$ cat src/rtl/mem_port_scheduler_if.sv
// Signal bundle between the fetch cache / tlblookup requesters, the memory port
// and the scheduler. The scheduler connects through the slave modport.
interface mem_port_scheduler_if #(
    parameter int addr_width = 16
);
    logic                  petitionInstr;
    logic [addr_width-1:0] addressInstr;
    logic                  petitionDat;
    logic [addr_width-1:0] addressDat;
    logic                  weDat;
    logic                  serviceReady;
    logic                  petitionMem;
    logic [addr_width-1:0] addressMem;
    logic                  weMem;
    logic                  serviceReadyInstr;
    logic                  serviceReadyDat;
    logic                  busy;
    logic                  timeoutErr;

    modport master (
        output petitionInstr, addressInstr, petitionDat, addressDat, weDat, serviceReady,
        input  petitionMem, addressMem, weMem, serviceReadyInstr, serviceReadyDat,
               busy, timeoutErr
    );

    modport slave (
        input  petitionInstr, addressInstr, petitionDat, addressDat, weDat, serviceReady,
        output petitionMem, addressMem, weMem, serviceReadyInstr, serviceReadyDat,
               busy, timeoutErr
    );
endinterface

$ cat src/rtl/mem_port_scheduler.sv
// Registered scheduler for the single shared memory port: data requests win,
// but a bounded number of consecutive data grants keeps fetch refills from starving.
module mem_port_scheduler #(
    parameter int addr_width     = 16,
    parameter int starve_limit   = 4,
    parameter int timeout_cycles = 64
) (
    input logic               clk,
    input logic               reset,
    mem_port_scheduler_if.slave bus
);
    localparam int STARVE_W = $clog2(starve_limit + 1);
    localparam int WAIT_W   = $clog2(timeout_cycles);

    localparam logic [STARVE_W-1:0] STARVE_MAX = STARVE_W'(starve_limit);
    localparam logic [WAIT_W-1:0]   WAIT_MAX   = WAIT_W'(timeout_cycles - 1);

    localparam logic [1:0] IDLE       = 2'd0;
    localparam logic [1:0] INSTR_BUSY = 2'd1;
    localparam logic [1:0] DAT_BUSY   = 2'd2;
    localparam logic [1:0] GAP        = 2'd3;

    logic [1:0]            r_state;
    logic [addr_width-1:0] r_addressMem;
    logic                  r_weMem;
    logic                  r_timeoutErr;
    logic [STARVE_W-1:0]   r_starveCnt;
    logic [WAIT_W-1:0]     r_waitCnt;

    logic w_busyState;
    logic w_instrWins;
    logic w_datWins;

    // Instr only wins a contested grant once data has used up its starvation allowance.
    assign w_busyState = (r_state == INSTR_BUSY) || (r_state == DAT_BUSY);
    assign w_instrWins = bus.petitionInstr && (!bus.petitionDat || (r_starveCnt == STARVE_MAX));
    assign w_datWins   = bus.petitionDat && !w_instrWins;

    always_ff @(posedge clk or posedge reset) begin
        if (reset) begin
            r_state      <= IDLE;
            r_addressMem <= '0;
            r_weMem      <= 1'b0;
            r_timeoutErr <= 1'b0;
            r_starveCnt  <= '0;
            r_waitCnt    <= '0;
        end else begin
            case (r_state)
                IDLE: begin
                    if (w_instrWins) begin
                        r_state      <= INSTR_BUSY;
                        r_addressMem <= bus.addressInstr;
                        r_weMem      <= 1'b0;
                        r_starveCnt  <= '0;
                        r_waitCnt    <= '0;
                    end else if (w_datWins) begin
                        r_state      <= DAT_BUSY;
                        r_addressMem <= bus.addressDat;
                        r_weMem      <= bus.weDat;
                        r_waitCnt    <= '0;
                        if (!bus.petitionInstr) begin
                            r_starveCnt <= '0;
                        end else if (r_starveCnt != STARVE_MAX) begin
                            r_starveCnt <= r_starveCnt + STARVE_W'(1);
                        end
                    end
                end
                INSTR_BUSY, DAT_BUSY: begin
                    // The wait counter parks at its limit; the transaction is never aborted.
                    if (bus.serviceReady) begin
                        r_state <= GAP;
                    end else if (r_waitCnt == WAIT_MAX) begin
                        r_timeoutErr <= 1'b1;
                    end else begin
                        r_waitCnt <= r_waitCnt + WAIT_W'(1);
                    end
                end
                default: begin
                    r_state <= IDLE;
                end
            endcase
        end
    end

    assign bus.petitionMem       = w_busyState;
    assign bus.addressMem        = r_addressMem;
    assign bus.weMem             = r_weMem;
    assign bus.serviceReadyInstr = bus.serviceReady && (r_state == INSTR_BUSY);
    assign bus.serviceReadyDat   = bus.serviceReady && (r_state == DAT_BUSY);
    assign bus.busy              = (r_state != IDLE);
    assign bus.timeoutErr        = r_timeoutErr;
endmodule

$ cat src/flat_wrapper.sv
// flat-port wrapper written by rule: the top's interface ports become plain ports
module mem_port_scheduler_flat 
#(
    parameter int addr_width     = 16,
    parameter int starve_limit   = 4,
    parameter int timeout_cycles = 64
)
  (clk, reset, bus_petitionInstr, bus_addressInstr, bus_petitionDat, bus_addressDat, bus_weDat, bus_serviceReady, bus_petitionMem, bus_addressMem, bus_weMem, bus_serviceReadyInstr, bus_serviceReadyDat, bus_busy, bus_timeoutErr);
  mem_port_scheduler_if #(.addr_width(addr_width)) bus_i ();
  input logic clk;
  input logic reset;
  input wire logic [$bits(bus_i.petitionInstr)-1:0] bus_petitionInstr;
  input wire logic [$bits(bus_i.addressInstr)-1:0] bus_addressInstr;
  input wire logic [$bits(bus_i.petitionDat)-1:0] bus_petitionDat;
  input wire logic [$bits(bus_i.addressDat)-1:0] bus_addressDat;
  input wire logic [$bits(bus_i.weDat)-1:0] bus_weDat;
  input wire logic [$bits(bus_i.serviceReady)-1:0] bus_serviceReady;
  output wire logic [$bits(bus_i.petitionMem)-1:0] bus_petitionMem;
  output wire logic [$bits(bus_i.addressMem)-1:0] bus_addressMem;
  output wire logic [$bits(bus_i.weMem)-1:0] bus_weMem;
  output wire logic [$bits(bus_i.serviceReadyInstr)-1:0] bus_serviceReadyInstr;
  output wire logic [$bits(bus_i.serviceReadyDat)-1:0] bus_serviceReadyDat;
  output wire logic [$bits(bus_i.busy)-1:0] bus_busy;
  output wire logic [$bits(bus_i.timeoutErr)-1:0] bus_timeoutErr;
  assign bus_i.petitionInstr = bus_petitionInstr;
  assign bus_i.addressInstr = bus_addressInstr;
  assign bus_i.petitionDat = bus_petitionDat;
  assign bus_i.addressDat = bus_addressDat;
  assign bus_i.weDat = bus_weDat;
  assign bus_i.serviceReady = bus_serviceReady;
  assign bus_petitionMem = bus_i.petitionMem;
  assign bus_addressMem = bus_i.addressMem;
  assign bus_weMem = bus_i.weMem;
  assign bus_serviceReadyInstr = bus_i.serviceReadyInstr;
  assign bus_serviceReadyDat = bus_i.serviceReadyDat;
  assign bus_busy = bus_i.busy;
  assign bus_timeoutErr = bus_i.timeoutErr;
  mem_port_scheduler #(.addr_width(addr_width), .starve_limit(starve_limit), .timeout_cycles(timeout_cycles)) u_core (.clk(clk), .reset(reset), .bus(bus_i));
endmodule
$ cat config.mk
export PLATFORM = sky130hd
export DESIGN_NAME = mem_port_scheduler_flat
export DESIGN_NICKNAME = d
export VERILOG_FILES = /design/src/rtl/mem_port_scheduler_if.sv /design/src/rtl/mem_port_scheduler.sv /design/src/flat_wrapper.sv
export SDC_FILE = /design/constraint.sdc
export NUM_CORES = 1
export LEC_CHECK = 0
export BUFFER_PORTS_ARGS = -buffer_cell sky130_fd_sc_hd__buf_2
export CORE_ASPECT_RATIO = 0.7
export CORE_MARGIN = 2
export CORE_UTILIZATION = 44
export CTS_CLUSTER_DIAMETER = 50
export DETAILED_ROUTE_END_ITERATION = 10
export HOLD_SLACK_MARGIN = 0.08
export PLACE_DENSITY = 0.83
export SYNTH_ARGS = -nofsm -noshare
export SYNTH_HDL_FRONTEND = slang
export SYNTH_SLANG_ARGS = --single-unit
$ cat constraint.sdc
create_clock -name clk -period 1.5 [get_ports clk]
set_input_delay 0.225 -clock clk [delete_from_list [all_inputs] [get_ports clk]]
set_output_delay 0.225 -clock clk [all_outputs]
set_load 0.03 [all_outputs]
Word-level counts from Yosys, hierarchy flattened. Index checks and enable logic that the tools add are counted.

Flip-flop bits (word level): 29. Bits of input ports: 38. Word-level logic and storage cells: 54.

Add/sub/neg operators: 2. Equality and inequality tests: 10. Mux-type cells: 17. Bitwise gates (word level): 1. Reduce and logical (&&, ||, !) cells: 18.

Operator list (number): $mux 16 (2); $mux 6 (4); $mux 3 (4); $pmux 6 s2 (1); $add 6x1->6 const B (1); $eq 6x6->1 const B (1); $mux 2 (3); $ne 2x2->1 const B (3); $ne 3x1->1 const B (2); $reduce_and 3->1 (2); $reduce_bool 2->1 (3); $logic_and 1x1->1 (4); $pmux 2 s2 (1); $reduce_and 2->1 (2); $reduce_and 4->1 (1); $add 3x1->3 const B (1); $eq 3x3->1 const B (1); $ne 3x3->1 const B (1); $eq 2x1->1 const B (1); $eq 2x2->1 const B (1); $logic_not 1->1 (2); $logic_not 2->1 (1); $logic_or 1x1->1 (2); $mux 1 (2); 2 further kinds (2).

Logic depth before layout (Yosys ltp).
Depth in word-level cells: 8. Depth in mapped cells: 8. Gate-level depth less buffers: 6.

Worst setup path before layout. OpenSTA, ideal clock, no wires.

Path type: flip-flop to flip-flop. Start point: reg u_core.r_state[0]. End point: reg u_core.r_waitCnt[3]. Data arrival time: 1.755 ns. Setup slack: -0.377 ns. Stages on the path, launching flop included: 8. Path buffers: 1. Period minus slack after synthesis: 1.877 ns. Cell sequence: dfrtp_1 > inv_1 > ha_1 > buf_4 > clkinv_1 > nor3b_1 > nand3b_1 > o221a_1.

Word-level cells in the longest chain between the ends: 4.

Ends and longest elaborated chain: from (decl) (RTL line mem_port_scheduler.sv:23) `logic [1:0] r_state;`; from (signal assigned) (RTL line mem_port_scheduler.sv:41) `r_state <= IDLE;`; from (signal assigned) (RTL line mem_port_scheduler.sv:51) `r_state <= INSTR_BUSY;`; from (signal assigned) (RTL line mem_port_scheduler.sv:57) `r_state <= DAT_BUSY;`; $eq 2x2->1 / $eq 2x1->1 (equally long branches) (RTL line mem_port_scheduler.sv:48) `case (r_state)`; $reduce_or 2->1 (RTL line mem_port_scheduler.sv:48); $ne 2x2->1 (no line) / $reduce_bool 2->1 (equally long branches); $reduce_and 4->1 (no line); to (signal assigned) (RTL line mem_port_scheduler.sv:75) `r_waitCnt <= r_waitCnt + WAIT_W'(1);`; to (decl) (RTL line mem_port_scheduler.sv:28) `logic [WAIT_W-1:0] r_waitCnt;`.

Parallel ways exist; a longest one is shown, timed or not. A chain may end at the register's enable or synchronous reset.

Worst setup path after layout.
Start point: reg u_core.r_starveCnt[1]. End point: reg u_core.r_addressMem[6], in the netlist u_core.bus.addressMem[6].

Word-level cells in the longest chain between the ends: 7.

Ends and longest elaborated chain: from (decl) (RTL line mem_port_scheduler.sv:27) `logic [STARVE_W-1:0] r_starveCnt;`; from (signal assigned) (RTL line mem_port_scheduler.sv:64) `r_starveCnt <= r_starveCnt + STARVE_W'(1);`; $eq 3x3->1 * (RTL line mem_port_scheduler.sv:36) `assign w_instrWins = bus.petitionInstr && (!bus.petitionDat || (r_starveCnt == STARVE_MAX));`; $logic_or 1x1->1 * (RTL line mem_port_scheduler.sv:36); $logic_and 1x1->1 * (RTL line mem_port_scheduler.sv:36); $logic_not 1->1 (RTL line mem_port_scheduler.sv:37) `assign w_datWins = bus.petitionDat && !w_instrWins;`; $logic_and 1x1->1 (RTL line mem_port_scheduler.sv:37); $reduce_bool 2->1 (no line); $reduce_and 2->1 (no line); to (signal assigned) (RTL line mem_port_scheduler.sv:52) `r_addressMem <= bus.addressInstr;`; to (signal assigned) (RTL line mem_port_scheduler.sv:58) `r_addressMem <= bus.addressDat;`; to (decl) (RTL line mem_port_scheduler.sv:24) `logic [addr_width-1:0] r_addressMem;`.

Every way passes the cells marked *; elsewhere a longest branch is shown, timed or not.

==> flow_summary.ini <==
[status]
run_status = finished with violations
violations = negative setup slack

[floorplanning]
die_w_um = 75.4
die_h_um = 54.0
num_rows = 18
pin_count = 60
fp.coreArea_um2 = 3470
die_area_um2 = 4070
start_util = 0.453

[timing]
setup_ws_ps = -32.5
fin_setup_tns_ps = -127
fmax_mhz = 653
drv_slew = 0
fin_crit_sh = 1.02
slew_headroom = 0.749
fin_worst_skew_ps = 2.37
rsz0062_at_grt = true
setup_viol = 12
fin_crit_ps = 1530
hold_viol = 0
worstMarginPinSlew_ps = 376

[global_routing]
gr-total-overflow = 0
grt_util_all_layers = 0.191
grt_pass1_wl_um = 5650
grt_pass1_vias = 1220
antenna_found_initial = 0
grt_max_degree = 30

[placement]
portBuffers = 59
pre_cts_ws_ps = -49.3
dpl.hpwl_um = 2650
numPlacedInstances = 272
place.gp.congestion = 0.845

[worst_setup_path]
cp_data_arrival_time_ps = 1700
cp_cell_sequence = inv_1, ha_2, nand2_2, a21bo_4, clkbuf_16, mux2i_1, o21ai_1
crit_type = reg2reg
crit_fanout = 8
crit_required_ps = 1660
critPathMaxStageDelay_ps = 390
start_kind = register
crit_path_end_kind = register
critPathSlowestCell = dfrtp_1

[drt]
drtIter0Drc = 70
wl_per_cell_um = 14.3
via_count = 1475
route.detailed.drc = 0
routed_wl_um = 4090
ant_nets = 0
firstDrtPassIters = 4
post_drt_via_cell_ratio = 5.16

[min_path]
hold_class = in2reg

[cells_and_area]
utilization = 0.660
fin_nets = 280
area_growth_pct = 45.8
drive_above_1_share = 0.449
fin_cells = 286
antenna_cells = 0

[power_and_ir_drop]
power_frac_clock = 0.151
intPower_mw = 2.56
p_leak_nw = 1.18
switching_share = 0.457
combPwrFrac = 0.583
power.density_nw_per_um2 = 2060
pwr-share-seq = 0.266
ir_worst_vdd_mv = 1.82
p_sw_mw = 2.15

[synthesis]
synth_edf_count = 0
synth_top_area_frac = 0.462
yosysSeqAreaShare = 0.462
synth_area_leaders = dfrtp_1, mux2i_1, nand2_1
yosys.cell_types.count = 39
syn_area_um2 = 1570
synth_commonest_cells = nand2_1, dfrtp_1, o21ai_1, mux2i_1, inv_1
syn_nets = 203
synth_seq_cells = 29
synth_area_per_cell_um2 = 9.94
yosysMostFrequentCell = nand2_1
ys.flop_type = dfrtp_1
ys_warn_count = 0
syn_inst = 158
yosys.area.top_type = dfrtp_1
synthArstFlopShare = 1.00

[clock_tree]
h-tree-depth = 2
cts_buffers = 5
clk_latency_ps = 280
cts.sinks = 29
clockBufferDepth = 2
clk_pin_slew_worst_paths_ps = 60
cts-root-buf = clkbuf_8
cts_tree = built

[flow_run]
maxCapViolations = 0
==> critical path, delay by kind of cell, from the launching register on <==
family	cells	cell delay, ps
AOI/OAI and AO/OA	2	340
adders and majority gates	1	190
buffers and inverters	2	240
DFF	1	390
muxes	1	170
and+or+nand+nor	1	80
==> path summary, 6_finish.rpt <==
kind	from	endpoint	slack (ps)	cells past startpoint
setup / recovery	u_core.r_starveCnt[1]	u_core.bus.addressMem[6]	-30	7
hold / removal	bus_weDat	u_core.bus.weMem	180	3
setup reg to reg	u_core.r_starveCnt[1]	u_core.bus.addressMem[6]	-30	7
hold reg to reg	u_core.bus.timeoutErr	u_core.bus.timeoutErr	470	1
max in group asynchronous	reset	u_core.r_starveCnt[1]	690	4
min in group asynchronous	reset	u_core.r_waitCnt[2]	540	4
==> flip-flops by register name, indices dropped and copies added (netlist names) <==
register,cells
u_core.r_waitCnt,6
u_core.bus.weMem,1
u_core.bus.addressMem,16
u_core.r_starveCnt,3
u_core.bus.timeoutErr,1
u_core.r_state,2
==> layout make-up <==
type	count	area, µm²
clock buffer	7	96.3
clock inverter	1	5.00
fill	299	1180
inverter	10	42.5
multi-input combinational	112	851
sequential	29	726
tap	50	62.6
timing repair buffer	77	507
==> kinds of logic after synthesis <==
group,count (synthesis),synth area share
AO/OA/AOI/OAI,42,0.180
adder cells (fa/ha/maj),7,0.0558
buffers and inverters,17,0.0550
flip-flops,29,0.462
multiplexers,16,0.102
AND/OR/NAND/NOR,47,0.145
==> power by group through the flow <==
stage,Sequential (mW),Combinational [mW],Clock (mW)
floorplan,1.71,1.35,0
global placement,1.24,2.40,0
detailed placement,1.26,2.46,0
CTS,1.25,2.58,0.726
global route,1.28,2.99,0.759
finish,1.25,2.74,0.711
==> layer usage <==
metal  GRT usage  wire, µm  vias to the layer above
li1            -         -                      714
met1       0.265      1770                      699
met2       0.290      1980                       53
met3      0.0562       264                        9
met4      0.0614        76                        0
met5           0         0                        -
==> cells in the final DEF, fill, tap and decap left out, types with 2 or more instances in the layout <==
cell type  count
buf_2         56
buf_4         12
buf_6          5
clkbuf_16      2
clkbuf_8       7
dfrtp_1       29
ha_1           4
ha_2           2
inv_1          6
inv_2          3
mux2i_1       15
nand2_1       29
nand4_1        2
nand4b_1       2
nor2_1         2
o211ai_1       2
o21ai_0        2
o21ai_1       20
o21ai_2        2
o31a_1         2
==> through the flow <==
step / hold WS, ps / power (mW) / cell area [µm²]
after floorplan: 303 / 3.06 / 1610
after global routing: 194 / 5.03 / 2290
after global placement: 318 / 3.64 / 2020
final: 179 / 4.71 / 2290
after CTS: 174 / 4.55 / 2170
after detailed placement: 307 / 3.72 / 2020
==> repair_timing <==
| item | CTS | global route |
|---|---|---|
| hold buffers | 1 | 0 |
| buffers inserted | 1 | 2 |
| endpoints found under the setup margin | 16 | 27 |
| gates cloned | 0 | 2 |
| hold endpoints to repair | 29 | 0 |
| gates resized for setup | 9 | 14 |
| pin swaps | 2 | 8 |
Note: power is estimated with default switching activity, not from simulation.
